==> src/rtl/mem_arb_pkg.sv <==
// Shared types for the instruction/data memory port arbiter.
// States, grant encoding and the full-word byte-enable constant.
package mem_arb_pkg;

  typedef enum logic [1:0] {
    IDLE,
    BUSY_IF,
    BUSY_DM,
    RESP
  } state_t;

  typedef enum logic {
    GNT_IF,
    GNT_DM
  } grant_t;

  localparam logic [3:0] BE_WORD = 4'hF;

endpackage

==> src/rtl/mem_port_arbiter.sv <==
// Shares one 32-bit memory port between fetch and load/store.
// Data has priority, bounded by a fairness streak; BUSY has a timeout.
module mem_port_arbiter
  import mem_arb_pkg::*;
#(
  parameter logic [31:0] DATA_ADDR_OR = 32'h8000_0000,
  parameter int          FAIRNESS     = 4,
  parameter int          TIMEOUT      = 16
) (
  input  logic        clk,
  input  logic        reset,
  input  logic        if_req,
  input  logic [31:0] if_addr,
  output logic        if_valid,
  output logic [31:0] if_rdata,
  input  logic        dm_req,
  input  logic        dm_we,
  input  logic [31:0] dm_addr,
  input  logic [3:0]  dm_be,
  input  logic [31:0] dm_wdata,
  output logic        dm_valid,
  output logic [31:0] dm_rdata,
  output logic        bus_err,
  output logic        mem_req,
  output logic        mem_we,
  output logic [31:0] mem_addr,
  output logic [3:0]  mem_be,
  output logic [31:0] mem_wdata,
  input  logic [31:0] mem_rdata,
  input  logic        mem_ready
);

  localparam logic [3:0] FAIR     = 4'(FAIRNESS);
  localparam logic [7:0] TMO_LAST = 8'(TIMEOUT - 1);
  localparam bit         TMO_EN   = (TIMEOUT != 0);

  state_t      state_q, state_d;
  grant_t      gnt;
  logic [3:0]  streak_q, streak_d;
  logic [7:0]  tmo_q, tmo_d;
  logic        tmo_hit;

  logic        if_valid_d, dm_valid_d, bus_err_d;
  logic        mem_req_d, mem_we_d;
  logic [31:0] if_rdata_d, dm_rdata_d;
  logic [31:0] mem_addr_d, mem_wdata_d;
  logic [3:0]  mem_be_d;

  // fetch only wins a contested slot once data has used its streak
  assign gnt = (dm_req && !(if_req && streak_q == FAIR))
             ? GNT_DM : GNT_IF;

  assign tmo_hit = TMO_EN && (tmo_q == TMO_LAST);

  always_comb begin
    state_d     = state_q;
    streak_d    = streak_q;
    tmo_d       = tmo_q;
    if_valid_d  = 1'b0;
    dm_valid_d  = 1'b0;
    bus_err_d   = 1'b0;
    if_rdata_d  = if_rdata;
    dm_rdata_d  = dm_rdata;
    mem_req_d   = mem_req;
    mem_we_d    = mem_we;
    mem_addr_d  = mem_addr;
    mem_be_d    = mem_be;
    mem_wdata_d = mem_wdata;
    unique case (state_q)
      IDLE: begin
        if (if_req || dm_req) begin
          tmo_d     = '0;
          mem_req_d = 1'b1;
          if (gnt == GNT_DM) begin
            state_d     = BUSY_DM;
            mem_we_d    = dm_we;
            mem_addr_d  = dm_addr | DATA_ADDR_OR;
            mem_be_d    = dm_we ? dm_be : BE_WORD;
            mem_wdata_d = dm_wdata;
            if (!if_req)
              streak_d = '0;
            else if (streak_q != FAIR)
              streak_d = streak_q + 4'd1;
          end else begin
            state_d     = BUSY_IF;
            mem_we_d    = 1'b0;
            mem_addr_d  = if_addr;
            mem_be_d    = BE_WORD;
            mem_wdata_d = '0;
            streak_d    = '0;
          end
        end
      end
      BUSY_IF, BUSY_DM: begin
        if (mem_ready || tmo_hit) begin
          state_d   = RESP;
          mem_req_d = 1'b0;
          mem_we_d  = 1'b0;
          bus_err_d = !mem_ready;
          if (state_q == BUSY_IF) begin
            if_valid_d = 1'b1;
            if_rdata_d = mem_ready ? mem_rdata : '0;
          end else begin
            dm_valid_d = 1'b1;
            dm_rdata_d = (mem_ready && !mem_we)
                       ? mem_rdata : '0;
          end
        end else begin
          tmo_d = tmo_q + 8'd1;
        end
      end
      RESP: begin
        state_d = IDLE;
      end
    endcase
  end

  always_ff @(posedge clk or negedge reset) begin
    if (!reset) begin
      state_q   <= IDLE;
      streak_q  <= '0;
      tmo_q     <= '0;
      if_valid  <= 1'b0;
      dm_valid  <= 1'b0;
      bus_err   <= 1'b0;
      if_rdata  <= '0;
      dm_rdata  <= '0;
      mem_req   <= 1'b0;
      mem_we    <= 1'b0;
      mem_addr  <= '0;
      mem_be    <= '0;
      mem_wdata <= '0;
    end else begin
      state_q   <= state_d;
      streak_q  <= streak_d;
      tmo_q     <= tmo_d;
      if_valid  <= if_valid_d;
      dm_valid  <= dm_valid_d;
      bus_err   <= bus_err_d;
      if_rdata  <= if_rdata_d;
      dm_rdata  <= dm_rdata_d;
      mem_req   <= mem_req_d;
      mem_we    <= mem_we_d;
      mem_addr  <= mem_addr_d;
      mem_be    <= mem_be_d;
      mem_wdata <= mem_wdata_d;
    end
  end

endmodule

==> config.mk <==
export PLATFORM = sky130hd
export DESIGN_NAME = mem_port_arbiter
export DESIGN_NICKNAME = d
export VERILOG_FILES = /design/src/rtl/mem_arb_pkg.sv /design/src/rtl/mem_port_arbiter.sv
export SDC_FILE = /design/constraint.sdc
export NUM_CORES = 1
export LEC_CHECK = 0
export CAP_MARGIN = 20
export CORE_MARGIN = 1
export CORE_UTILIZATION = 42
export CTS_BUF_LIST = sky130_fd_sc_hd__clkbuf_16
export CTS_CLUSTER_DIAMETER = 150
export DETAILED_ROUTE_END_ITERATION = 6
export PLACE_DENSITY = 0.8
export REMOVE_ABC_BUFFERS = 1
export SYNTH_ARGS = -nofsm -noshare
export SYNTH_HDL_FRONTEND = slang
export SYNTH_SLANG_ARGS = --single-unit
==> constraint.sdc <==
create_clock -name clk -period 2.3 [get_ports clk]
set_input_delay 0.23 -clock clk [delete_from_list [all_inputs] [get_ports clk]]
set_output_delay 0.23 -clock clk [all_outputs]
set_load 0.03 [all_outputs]
==> run metrics <==
Synth Area per Inst=10.5 um^2; vias in the first global route=5,384; outcome=complete, no violations; internal power=9080 uW; Via density=5.28; first-pass GRT wire length=27,300 um; Place WS=310 ps; clk_lat worst skew=410 ps; CTS resizes=0; Post-synth EDFFs=0; Layout Nets=995; Clk pwr share=17.3%; antenna viol nets, final=0; flop2flop setup slack=280 ps; Fin Hold WS=361 ps; core box area=0.0141 mm^2; Switching Power=6500 uW; Unique masters post-synth=36; IR drop worst, VDD=1050 uV; Worst Setup Slack, final=282 ps; # rows=43; min-delay worst type=in2reg; ANT cells=0; drt wl/cell=17.2 um; die span in x=123 um; Port Buf Inserts=273; combinational power share=52.8%; post-detail-place hpwl=13,100 um; critical path capture point type=register; Hold Crit Depth=3; Seq pwr share=29.9%; Worst Path Max Fanout=9; Fin. Hold Viols=0; initial core utilization=43.8%; total leakage power=0.00418 uW; setup TNS=0 ps; H-Tree Depth=4; initial DRC count=308; Ys Warns=0; drt pass-1 iters=4; unrepaired setup endpoints after global routing=no; Residual DRC=0; reg2reg end=tmo_q[4]$_DFFE_PN0P_; Setup crit start kind=register; synth-to-layout area growth=57.3%; CP Data Required Time=2630 ps; R2R depth=7; Clock Pin Slew Worst Setup and Hold Paths=60 ps; slew margin rel.=58.3%; RePlAce Congestion=0.882; Synth Register Bits=151; clk buf depth=2; post-route insts no fill=1,043; Worst R2R Start=state_q[0]$_DFFE_PN0P_; Final min period=2020 ps; Final period util=87.7%; worst setup path class=reg2reg; Post-Route Skew=6.71 ps; area of the die=0.0152 mm^2; ys flop type=dfrtp_1; Fmax=496 MHz; hold path endpoint=mem_wdata[16]$_DFFE_PN0P_; Post-CTS Setup Bufs=0; Max Slew Vio Count=0; Remaining Overflow, GRT=0; asr flop ratio synth=100%; largest net degree at the start of global routing=68; Max Cap Viol=0; Die H=123 um; final setup fails=0; Switching Share=41.7%; DP Cell Count=1,012; Routed WL=17,900 um; Mapped Area=0.00618 mm^2; Worst Min Path Start=dm_wdata[16]; clock tree sinks=151; initial antenna violation count=0; cells after synthesis=587; CTS tree=yes; layout cell share with drive strength beyond 1=6.14%; worst path arrival time=2350 ps; Tightest Pin Transition=625 ps; CTS Buf Count=17; Root Buffer=clkbuf_16; PwrDens=1600 mW/mm^2; sequential area share after synthesis=61.2%; IO Pins=275; Pwr Total=15,600 uW; hold buffer count at CTS=1; total global-route track usage=23.9%; DR vias=5,508
## synthesized netlist by cell type, types with 2 or more instances
master / count / area (um^2)
o22ai_1: 3 / 18.8
buf_1: 2 / 7.51
clkbuf_1: 19 / 71.3
nor2_1: 40 / 150
ha_1: 5 / 62.6
a21oi_1: 6 / 30.0
and3_1: 4 / 25.0
o21a_1: 2 / 15.0
nor3_2: 2 / 20.0
buf_6: 7 / 78.8
inv_1: 11 / 41.3
a31oi_1: 32 / 200
nand2_1: 148 / 556
dfrtp_1: 151 / 3780
nand4_1: 2 / 12.5
o21ai_1: 2 / 10.0
nand3_1: 4 / 20.0
nand4b_1: 3 / 26.3
o211ai_1: 3 / 22.5
a22o_1: 67 / 587
buf_2: 15 / 75.1
o21ai_0: 42 / 210
nor3_1: 4 / 20.0
## state kept, by name, summed over array words and instances, names as in the netlist
name / cells
dm_rdata: 32
streak_q: 4
mem_wdata: 32
if_valid: 1
dm_valid: 1
tmo_q: 8
mem_req: 1
bus_err: 1
mem_we: 1
if_rdata: 32
mem_be: 4
state_q: 2
mem_addr: 32
## logic make-up (layout without fill, tap and decap cells)
logic type	after synthesis	in the layout	share of synthesized area, %
compound gates	163	163	18.8
fa+ha+maj	5	5	1.01
buf+inv	54	330	4.44
flops	151	151	61.2
mux	2	2	0.425
simple gates	212	212	14.1
## worst max-delay path by stage
stage / start / to / slack [ps]
after global routing: state_q[0]$_DFFE_PN0P_ / tmo_q[5]$_DFFE_PN0P_ / 60
after global placement: if_req / mem_we$_DFFE_PN0P_ / 350
after detailed placement: state_q[0]$_DFFE_PN0P_ / tmo_q[6]$_DFFE_PN0P_ / 310
after CTS: state_q[0]$_DFFE_PN0P_ / tmo_q[4]$_DFFE_PN0P_ / 310
after floorplan: state_q[0]$_DFFE_PN0P_ / mem_be[0]$_DFFE_PN0P_ / -550
final: state_q[0]$_DFFE_PN0P_ / tmo_q[4]$_DFFE_PN0P_ / 280
## placed cells by master (no fill, tap or decap), types with 5 or more instances in the layout
cell and instances:
inv_1 11, clkinv_2 5, o21ai_0 42, dfrtp_1 151, a21oi_1 6, a31oi_1 32
ha_1 5, nor2_1 40, buf_12 8, a22o_1 67, buf_4 7, clkdlybuf4s50_1 272
nand2_1 147, clkbuf_16 17
## per-stage QoR
stage	instance area (um^2)	utilization [%]
final	9720	68.9
after global routing	9720	68.9
after global placement	9140	64.9
after floorplan	5940	-
after CTS	9720	68.9
after detailed placement	9140	64.9
## metal layers
metal | vias up | wire length, um | track usage [%] | share of wire (%)
li1 | 2582 | - | - | -
met1 | 2653 | 6980 | 27.0 | 39
met2 | 245 | 8890 | 40.8 | 50
met3 | 28 | 1650 | 8.63 | 9.2
met4 | 0 | 408 | 9.94 | 2.3
met5 | - | 0 | 0 | 0
## power by group through the flow
stage               logic [uW]  registers (uW)  clock network (uW)
finish                    8220            4660                2700
global route              8760            4790                2860
CTS                       8290            4650                2740
detailed placement        8240            4700                   0
global placement          8110            4600                   0
floorplan                 2350            6830                   0
## cell type report
cell class              instances  area [um^2]
flip-flops and latches        151         3780
multi-input cells             382         2150
clock inverters                13          139
inverters                      11         41.3
fillers                      1029         4380
well taps                     180          225
repair buffers                289         2960
clock buffers                  17          425
## worst max-delay path, stage by stage (launching register included)
cell and delay [ps]:
dfrtp_1 380, inv_1 60, ha_1 460, buf_4 220, nor2_1 80, nor3b_2 460
a22oi_1 140, o22ai_1 140
No activity file was read; power rests on OpenSTA's default activity.
